`src/rtl/ysyx_25040111_bru_pkg.sv`:
```
// rtl/ysyx_25040111_bru_pkg.sv - shared constants and types for the branch resolution unit
package ysyx_25040111_bru_pkg;

    localparam int XLEN_DEF  = 32;
    localparam int CNT_W_DEF = 32;

    // Branch control field positions, matching the decoder's EQUAL/COMPARE
    // (cmp) and EXX/EXN/ESX/ESN (sgn, neg) encodings.
    localparam int CTL_NEG = 0;
    localparam int CTL_SGN = 1;
    localparam int CTL_CMP = 2;
    localparam int CTL_W   = 3;

    // Resolved branch flags carried from S1 into the result register.
    typedef struct packed {
        logic taken;
        logic mispred;
        logic misalign;
    } br_flags_t;

    function automatic logic [CTL_W-1:0] pack_ctl(input logic cmp, input logic sgn, input logic neg);
        logic [CTL_W-1:0] ctl;
        ctl          = '0;
        ctl[CTL_CMP] = cmp;
        ctl[CTL_SGN] = sgn;
        ctl[CTL_NEG] = neg;
        return ctl;
    endfunction

endpackage

```
`src/rtl/ysyx_25040111_bru_cmp.sv`:
```
// rtl/ysyx_25040111_bru_cmp.sv - combinational branch condition evaluator
module ysyx_25040111_bru_cmp #(
    parameter int XLEN = 32
) (
    input  logic [XLEN-1:0] src1,
    input  logic [XLEN-1:0] src2,
    input  logic            cmp,
    input  logic            sgn,
    input  logic            neg,
    output logic            cond
);

    logic eq;
    logic lt;

    // Equality or (un)signed less-than, optionally inverted for bne/bge/bgeu.
    always_comb begin
        eq   = (src1 == src2);
        lt   = sgn ? ($signed(src1) < $signed(src2)) : (src1 < src2);
        cond = (cmp ? lt : eq) ^ neg;
    end

endmodule

```
`src/rtl/ysyx_25040111_bru.sv`:
```
// rtl/ysyx_25040111_bru.sv - two-stage branch resolution unit with redirect and counters
module ysyx_25040111_bru
    import ysyx_25040111_bru_pkg::*;
#(
    parameter int XLEN  = XLEN_DEF,
    parameter int CNT_W = CNT_W_DEF
) (
    input  logic             clock,
    input  logic             reset,
    input  logic             flush,
    input  logic             in_valid,
    output logic             in_ready,
    input  logic [XLEN-1:0]  in_pc,
    input  logic [XLEN-1:0]  in_src1,
    input  logic [XLEN-1:0]  in_src2,
    input  logic [XLEN-1:0]  in_imm,
    input  logic             in_cmp,
    input  logic             in_sgn,
    input  logic             in_neg,
    input  logic             in_pred_taken,
    output logic             out_valid,
    input  logic             out_ready,
    output logic [XLEN-1:0]  out_pc,
    output logic             out_taken,
    output logic [XLEN-1:0]  out_npc,
    output logic             out_mispred,
    output logic             out_misalign,
    output logic             redirect_valid,
    output logic [XLEN-1:0]  redirect_pc,
    output logic [CNT_W-1:0] cnt_branch,
    output logic [CNT_W-1:0] cnt_taken,
    output logic [CNT_W-1:0] cnt_mispred
);

    logic             s1_v;
    logic [XLEN-1:0]  s1_pc;
    logic [XLEN-1:0]  s1_src1;
    logic [XLEN-1:0]  s1_src2;
    logic [XLEN-1:0]  s1_imm;
    logic [CTL_W-1:0] s1_ctl;
    logic             s1_pred;

    logic             s2_v;
    br_flags_t        s2_flags;

    logic             s2_rdy;
    logic             s1_rdy;
    logic             in_fire;
    logic             out_fire;
    logic             kill;
    logic             s1_adv;

    logic             s1_cond;
    logic [XLEN-1:0]  s1_target;
    logic [XLEN-1:0]  s1_fall;
    logic [XLEN-1:0]  s1_npc;
    br_flags_t        s1_flags;

    // A mispredicted result retiring kills the younger op still in S1 and
    // blocks intake for that cycle; flush overrides everything.
    assign s2_rdy   = !s2_v || out_ready;
    assign s1_rdy   = !s1_v || s2_rdy;
    assign out_fire = s2_v && out_ready;
    assign kill     = out_fire && s2_flags.mispred;
    assign in_ready = s1_rdy && !flush && !kill;
    assign in_fire  = in_valid && in_ready;
    assign s1_adv   = s1_v && s2_rdy && !kill && !flush;

    assign out_valid    = s2_v;
    assign out_taken    = s2_flags.taken;
    assign out_mispred  = s2_flags.mispred;
    assign out_misalign = s2_flags.misalign;

    ysyx_25040111_bru_cmp #(
        .XLEN (XLEN)
    ) u_cmp (
        .src1 (s1_src1),
        .src2 (s1_src2),
        .cmp  (s1_ctl[CTL_CMP]),
        .sgn  (s1_ctl[CTL_SGN]),
        .neg  (s1_ctl[CTL_NEG]),
        .cond (s1_cond)
    );

    assign s1_target = s1_pc + s1_imm;
    assign s1_fall   = s1_pc + XLEN'(4);
    assign s1_npc    = s1_cond ? s1_target : s1_fall;

    // Resolve direction; a misaligned taken target traps instead of redirecting.
    always_comb begin
        s1_flags          = '0;
        s1_flags.taken    = s1_cond;
        s1_flags.misalign = s1_cond && (s1_target[1:0] != 2'b00);
        s1_flags.mispred  = (s1_cond != s1_pred) && !(s1_cond && (s1_target[1:0] != 2'b00));
    end

    // S1 operand register: captures the decoded op on input handshake.
    always_ff @(posedge clock or posedge reset) begin
        if (reset) begin
            s1_v    <= 1'b0;
            s1_pc   <= '0;
            s1_src1 <= '0;
            s1_src2 <= '0;
            s1_imm  <= '0;
            s1_ctl  <= '0;
            s1_pred <= 1'b0;
        end else begin
            if (flush || kill) begin
                s1_v <= 1'b0;
            end else if (in_fire) begin
                s1_v <= 1'b1;
            end else if (s1_adv) begin
                s1_v <= 1'b0;
            end
            if (in_fire) begin
                s1_pc   <= in_pc;
                s1_src1 <= in_src1;
                s1_src2 <= in_src2;
                s1_imm  <= in_imm;
                s1_ctl  <= pack_ctl(in_cmp, in_sgn, in_neg);
                s1_pred <= in_pred_taken;
            end
        end
    end

    // S2 result register: holds the resolved branch until the consumer takes it.
    always_ff @(posedge clock or posedge reset) begin
        if (reset) begin
            s2_v     <= 1'b0;
            s2_flags <= '0;
            out_pc   <= '0;
            out_npc  <= '0;
        end else begin
            if (flush) begin
                s2_v <= 1'b0;
            end else if (s1_adv) begin
                s2_v <= 1'b1;
            end else if (out_fire) begin
                s2_v <= 1'b0;
            end
            if (s1_adv) begin
                s2_flags <= s1_flags;
                out_pc   <= s1_pc;
                out_npc  <= s1_npc;
            end
        end
    end

    // Registered one-cycle redirect following a kill, suppressed by flush.
    always_ff @(posedge clock or posedge reset) begin
        if (reset) begin
            redirect_valid <= 1'b0;
            redirect_pc    <= '0;
        end else begin
            redirect_valid <= kill && !flush;
            if (kill && !flush) begin
                redirect_pc <= out_npc;
            end
        end
    end

    // Wrapping performance counters, advanced only by retiring results.
    always_ff @(posedge clock or posedge reset) begin
        if (reset) begin
            cnt_branch  <= '0;
            cnt_taken   <= '0;
            cnt_mispred <= '0;
        end else if (out_fire) begin
            cnt_branch  <= cnt_branch + CNT_W'(1);
            cnt_taken   <= cnt_taken + CNT_W'(s2_flags.taken);
            cnt_mispred <= cnt_mispred + CNT_W'(s2_flags.mispred);
        end
    end

endmodule

```
`config.mk`:
```
export PLATFORM = sky130hd
export DESIGN_NAME = ysyx_25040111_bru
export DESIGN_NICKNAME = d
export VERILOG_FILES = /design/src/rtl/ysyx_25040111_bru_pkg.sv /design/src/rtl/ysyx_25040111_bru_cmp.sv /design/src/rtl/ysyx_25040111_bru.sv
export SDC_FILE = /design/constraint.sdc
export NUM_CORES = 1
export LEC_CHECK = 0
export CORE_MARGIN = 1.5
export CORE_UTILIZATION = 25
export CTS_CLUSTER_DIAMETER = 60
export DETAILED_ROUTE_END_ITERATION = 10
export PLACE_DENSITY = 0.49
export SLEW_MARGIN = 20
export SYNTH_ARGS = -nofsm -noshare
export SYNTH_HDL_FRONTEND = slang
export SYNTH_HIERARCHICAL = 1
export SYNTH_SLANG_ARGS = --single-unit
```
`constraint.sdc`:
```
create_clock -name clock -period 16.45 [get_ports clock]
set_input_delay 4.1125 -clock clock [delete_from_list [all_inputs] [get_ports clock]]
set_output_delay 4.1125 -clock clock [all_outputs]
set_load 0.1 [all_outputs]
```
==> run_results.csv, run 1 <==
group,metric,value,unit
run_status,status,"finished clean",
cts,cts_tree,"yes",
global_route,grt_max_degree,103,
worst_hold_path,min_path_type,"reg2reg",
global_route,track_usage,0.1466,
detailed_routing,vias,12390,
yosys,synth-edff-count,0,
power,p_leak,9.756,nW
finish,final_cell_mix,"clkdlybuf4s50_1 (334), dfrtp_1 (330), nand2_1 (283)",
critical_path,timing.critical_path.fanout_max,4,
finish,nets,2098,
cts,clk_path_buf_depth,3,
sta,fin_skew,0.02349,ns
die,fp.coreArea,0.06458,mm^2
detailed_routing,dr.first_iter.drc_count,622,
power,pwr-share-clk,0.259,
yosys,yosysWarnings,6,
sta,clock.fmax,95.81,MHz
yosys,synth_cell_types,73,
sta,slew_viol_final,0,
finish,areaGrowthSynthToFinish,35.76,%
yosys,ys_async_sr_fraction,1.000,
yosys,synth_ff_type,"dfrtp_1",
cts,cts_resized,0,
yosys,netlist_area,0.01635,mm^2
power,p_sw,1.828,mW
global_route,overflow,0,
power,p_int,2.071,mW
sta,maxSlewHeadroom,0.2519,
sta,tns,0,ns
power,totalPowerFinal,3.900,mW
die,dieArea,0.06693,mm^2
yosys,synthTopCellsByArea,"dfrtp_1 (51%), mux2_2 (9.2%), nand2_1 (6.5%)",
detailed_routing,ant_nets,0,
global_route,grt_antenna_before_repair,9,
die,ios,335,
yosys,synth_xor_area_frac,0.07394,
yosys,synth.area.mux_share,0.09775,
detailed_routing,drtPass1Iterations,5,
finish,drive_above_1_share,0.1370,
die,die_w,258.7,um
critical_path,cp_common_cell,"clkdlybuf4s50_1",
detailed_routing,drc,0,
finish,final_common_cell,"clkdlybuf4s50_1",
finish,stdcell_area,0.02219,mm^2
cts,numCtsBuffers,45,
yosys,yosysTopAreaCell,"dfrtp_1",
yosys,yosysTopAreaCellShare,0.5052,
yosys,syn_nets,1760,
yosys,seq_area_frac_synth,0.5052,
sta,rsz0062_at_grt,"no",
sta,whs,0.4694,ns
power,sw_frac_of_total,0.4689,
sta,setup_viol,0,
yosys,synth_fa_ha_area_frac,0.05404,
yosys,synth_compound_area_frac,0.07325,
place,dp_hpwl,36890,um
critical_path,start_kind,"primary input",
power,pwr-share-comb,0.445,
yosys,synth_top_family_by_area,"simple AND/OR/NAND/NOR gates",
cts,clkSlewWorstSetupHoldPaths,0.05,ns
cts,worstSkewPairLatency,0.57,ns
yosys,ys_ff_latch,330,
cts,cts.sinks,330,
yosys,netlist_instances,1553,
cts,cts_root_buf,"clkbuf_16",
sta,period_needed,10.44,ns
place,placement.io_buffers,334,
critical_path,cp.arrival,6.32,ns
sta,worstMarginPinSlew,1.119,ns
critical_path,crit_chain,"clkdlybuf4s50_1 -> mux2_2 -> a21oi_1 -> clkdlybuf4s50_1",
cts,cts_setup_buffers,0,
cts,h-tree-depth,2,
detailed_routing,postRouteWirelength,49580,um
global_route,grt_pass1_wl,76760,um
place,placement.cell_area,0.02064,mm^2
yosys,synthSimpleGateAreaFrac,0.1672,
power,power_frac_seq,0.296,
die,start_util,0.2531,
critical_path,max_stage_delay,1.16,ns
critical_path,required,12.34,ns
place,routabilityCongestion,0.8310,
critical_path,critPathKind,"in2out",
run,cap_viol_max_count,0,
yosys,syn_area_per_cell,10.53,um^2
die,die_h,258.7,um
critical_path,cp-end-kind,"primary output",
detailed_routing,route.detailed.wl_per_inst,17.80,um
power,powerDensity,175.7,mW/mm^2
cts,hold_buffers,0,
global_route,grt_pass1_vias,12680,
power,max-vdd-ir-drop,124.9,uV
die,rows,93,
sta,period_share,0.6345,
sta,hold_viol_final,0,
detailed_routing,post_drt_via_cell_ratio,4.448,
critical_path,slowest_stage,"clkdlybuf4s50_1",
path summary, 6_finish.rpt:
kind                                  from         endpoint  slack, ns  cells after the start
setup / recovery                 out_ready         in_ready       6.01                      4
hold / removal             cnt_mispred[31]  cnt_mispred[31]       0.47                      1
setup reg to reg               s1_src2[31]      out_npc[26]      12.27                     12
hold reg to reg            cnt_mispred[31]  cnt_mispred[31]       0.47                      1
max in group asynchronous            reset        out_pc[0]      10.47                      4
min in group asynchronous            reset   cnt_branch[28]       4.11                      2
power groups by stage:
stage / sequential, mW / clock [mW] / combinational [mW]
3_3_place_gp: 1.17 / 0 / 1.73
4_1_cts: 1.16 / 1.05 / 1.75
2_1_floorplan: 1.92 / 0 / 0.498
5_1_grt: 1.18 / 1.08 / 1.83
3_5_place_dp: 1.17 / 0 / 1.75
6_report: 1.15 / 1.01 / 1.74
kinds of logic (layout without fill, tap and decap cells):
kind of cell             Yosys count  in the layout
AO/OA/AOI/OAI                    192            192
AND/OR/NAND/NOR                  564            564
adder cells (fa/ha/maj)           70             70
buffers and inverters            116            490
other                              0              4
flip-flops                       330            330
multiplexers                     143            143
XOR/XNOR                         138            138
cells in the mapped netlist (17+ instances only):
cell type  instances
nor2_1            81
clkbuf_1          37
a21o_1            17
mux2_2           133
inv_1             62
a21oi_1           64
ha_1              69
nand4_1           32
dfrtp_1          330
xnor2_1           96
o21ai_0           52
nand3_1           53
nor3_1            18
nand2_1          283
and3_1            22
xor2_1            42
stage by stage:
stage	util	instances	worst slack [ns]
after floorplan	-	1553	3.198
final	0.3436	2786	6.013
after detailed placement	0.3195	2699	6.010
after global routing	0.3436	2785	5.939
after CTS	0.3435	2782	6.005
after global placement	0.3195	2699	5.945
worst max-delay path: cells and delay by family:
family,cells,cell delay [ns]
multiplexers,1,0.34
AO/OA/AOI/OAI,1,0.18
buffers and inverters,2,1.68
flip-flops by register name, summed over array words and instances (netlist names), 3 cells and up:
register / flops
cnt_mispred: 32
cnt_branch: 32
s1_imm: 32
s1_pc: 32
s1_src1: 32
out_pc: 32
redirect_pc: 32
cnt_taken: 32
s1_ctl: 3
s1_src2: 32
out_npc: 32
area by class of cell:
class | count | area (um^2)
fill | 6495 | 42390
inverter | 62 | 240.2
clock buffer | 59 | 1281
timing repair buffer | 345 | 3426
clock inverter | 24 | 264.0
tap | 855 | 1070
sequential | 330 | 8258
antenna | 4 | 10.01
multi-input combinational | 1107 | 7642
layer usage:
metal  vias to the layer above  GRT usage  share of wire  wire length (um)
met4                         6    0.04873          0.025              1256
met2                       268     0.2309           0.46             22600
met1                      6003     0.2001           0.47             23300
li1                       6036          -              -                 -
met5                         -          0        0.00069                34
met3                        80    0.02983          0.048              2386
Power figures use the tool's default switching activity.
==> run 2, diff against run 1 <==
- clock period: 16.45 -> 10.3 ns (I/O delays scaled with it)
==> run 2 against run 1 <==
Clock power is 56% higher. Largest cell class unchanged. Worst setup slack lost 3.1 ns. Hold slack better by 0.00050 ns. Clock skew grew 0.0070 ns. Non-clock buffer count is the same. Flip-flop and latch count unchanged.
==> run_results.csv, run 2 (synthesis gave the netlist of run 1 again) <==
group,metric,value,unit
finish,nets,2098,
detailed_routing,drtPass1Iterations,4,
worst_hold_path,hp-start,"cnt_mispred[31]",
critical_path,r2r_start,"s1_src1[31]",
global_route,grt_pass1_wl,77090,um
detailed_routing,ant_nets,0,
power,powerDensity,279.4,mW/mm^2
critical_path,timing.critical_path.fanout_max,4,
detailed_routing,dr.first_iter.drc_count,656,
sta,fin_skew,0.03047,ns
die,ios,335,
sta,setup_viol,0,
sta,rsz0062_at_grt,"no",
critical_path,r2r_slack,6.04,ns
critical_path,cp-end-kind,"primary output",
power,max-vdd-ir-drop,173.2,uV
power,p_sw,2.915,mW
cts,clkSlewWorstSetupHoldPaths,0.05,ns
power,pwr-share-comb,0.449,
die,die_h,258.7,um
global_route,overflow,0,
die,fp.coreArea,0.06458,mm^2
critical_path,required,7.73,ns
worst_hold_path,min_path_type,"reg2reg",
power,pwr-share-clk,0.254,
sta,slew_viol_final,0,
sta,tns,0,ns
die,rows,93,
sta,worstMarginPinSlew,1.099,ns
critical_path,critPathKind,"in2out",
critical_path,cp.arrival,4.85,ns
detailed_routing,post_drt_via_cell_ratio,4.453,
place,placement.io_buffers,334,
worst_hold_path,hold-path-endpoint,"cnt_mispred[31]",
cts,cts_tree,"yes",
sta,period_share,0.7210,
critical_path,r2r_end,"out_npc[31]",
sta,maxSlewHeadroom,0.2648,
sta,hold_viol_final,0,
cts,cts_setup_buffers,0,
cts,worstSkewPairLatency,0.59,ns
power,power_frac_seq,0.297,
global_route,grt_max_degree,157,
finish,final_cell_mix,"clkdlybuf4s50_1 (334), dfrtp_1 (330), nand2_1 (283)",
power,sw_frac_of_total,0.4705,
cts,cts_resized,0,
sta,period_needed,7.426,ns
finish,final_common_cell,"clkdlybuf4s50_1",
cts,clk_path_buf_depth,3,
detailed_routing,postRouteWirelength,49370,um
place,dp_hpwl,36590,um
power,p_leak,9.735,nW
detailed_routing,route.detailed.wl_per_inst,17.76,um
global_route,grt_antenna_before_repair,6,
worst_hold_path,hold_path_depth,1,
finish,fillers,6549,
global_route,grt_pass1_vias,12780,
sta,clock.fmax,134.7,MHz
critical_path,worstRegToRegCells,11,
die,dieArea,0.06693,mm^2
cts,h-tree-depth,2,
detailed_routing,vias,12380,
detailed_routing,drc,0,
cts,hold_buffers,0,
finish,drive_above_1_share,0.1347,
cts,cts.sinks,330,
run,cap_viol_max_count,0,
cts,numCtsBuffers,45,
power,p_int,3.280,mW
global_route,track_usage,0.1475,
critical_path,start_kind,"primary input",
finish,areaGrowthSynthToFinish,35.62,%
place,routabilityCongestion,0.8310,
sta,whs,0.4699,ns
die,die_w,258.7,um
cts,cts_root_buf,"clkbuf_16",
run_status,status,"finished clean",
die,start_util,0.2531,
==> run 2: changes by cell type in the layout (fill, tap and decap cells not counted), sizes merged <==
cell,previous run,this run
bufinv,4,3
clkbuf,59,62
clkinv,9,8
diode,4,2
inv,70,65
==> run 2: worst max path at each step <==
| stage | start | endpoint | slack [ns] | depth (start not counted) |
|---|---|---|---|---|
| detailed placement | out_ready | in_ready | 2.90 | 4 |
| finish | out_ready | in_ready | 2.87 | 4 |
| floorplan | reset | cnt_branch[0] | 3.32 | 1 |
| global placement | out_ready | in_ready | 2.91 | 4 |
| global route | out_ready | in_ready | 2.78 | 4 |
| CTS | out_ready | in_ready | 2.89 | 4 |
==> run 2: layer usage <==
layer	global-route usage	vias up	share of wire
met2	0.2376	275	0.47
met1	0.1967	5994	0.46
met3	0.03531	70	0.051
met4	0.04094	10	0.019
li1	-	6031	-
met5	0	-	0.0012
==> run 2: cell type report <==
cell class / instances / area [um^2] / area share
Sequential cell: 330 / 8258 / 0.3725
Multi-Input combinational cell: 1107 / 7642 / 0.3447
Timing Repair Buffer: 345 / 3451 / 0.1557
Clock buffer: 62 / 1290 / 0.05819
Tap cell: 855 / 1070 / 0.04826
Inverter: 62 / 236.5 / 0.01067
Clock inverter: 17 / 216.5 / 0.009764
Antenna cell: 2 / 5.005 / 0.0002258
==> run 2: power by group through the flow <==
stage,clock (mW),sequential [mW],combinational [mW]
final,1.58,1.84,2.78
after global routing,1.69,1.89,2.93
after CTS,1.64,1.85,2.80
after detailed placement,0,1.87,2.79
after global placement,0,1.87,2.77
after floorplan,0,3.06,0.796
==> run 2: worst max-delay path: stages <==
cell and delay [ns]:
clkdlybuf4s50_1 0.53, mux2_2 0.35, a21oi_1 0.22, clkdlybuf4s50_1 1.17
==> run 2: through the flow <==
stage | instance area [um^2] | total power, mW | instances | util | setup WS (ns)
final | 22170 | 6.195 | 2780 | 0.3433 | 2.874
after global routing | 22170 | 6.513 | 2779 | 0.3432 | 2.779
after CTS | 22160 | 6.285 | 2778 | 0.3432 | 2.891
after detailed placement | 20660 | 4.660 | 2699 | 0.3199 | 2.900
after global placement | 20660 | 4.640 | 2699 | 0.3199 | 2.912
after floorplan | 16350 | 3.855 | 1553 | - | 3.318
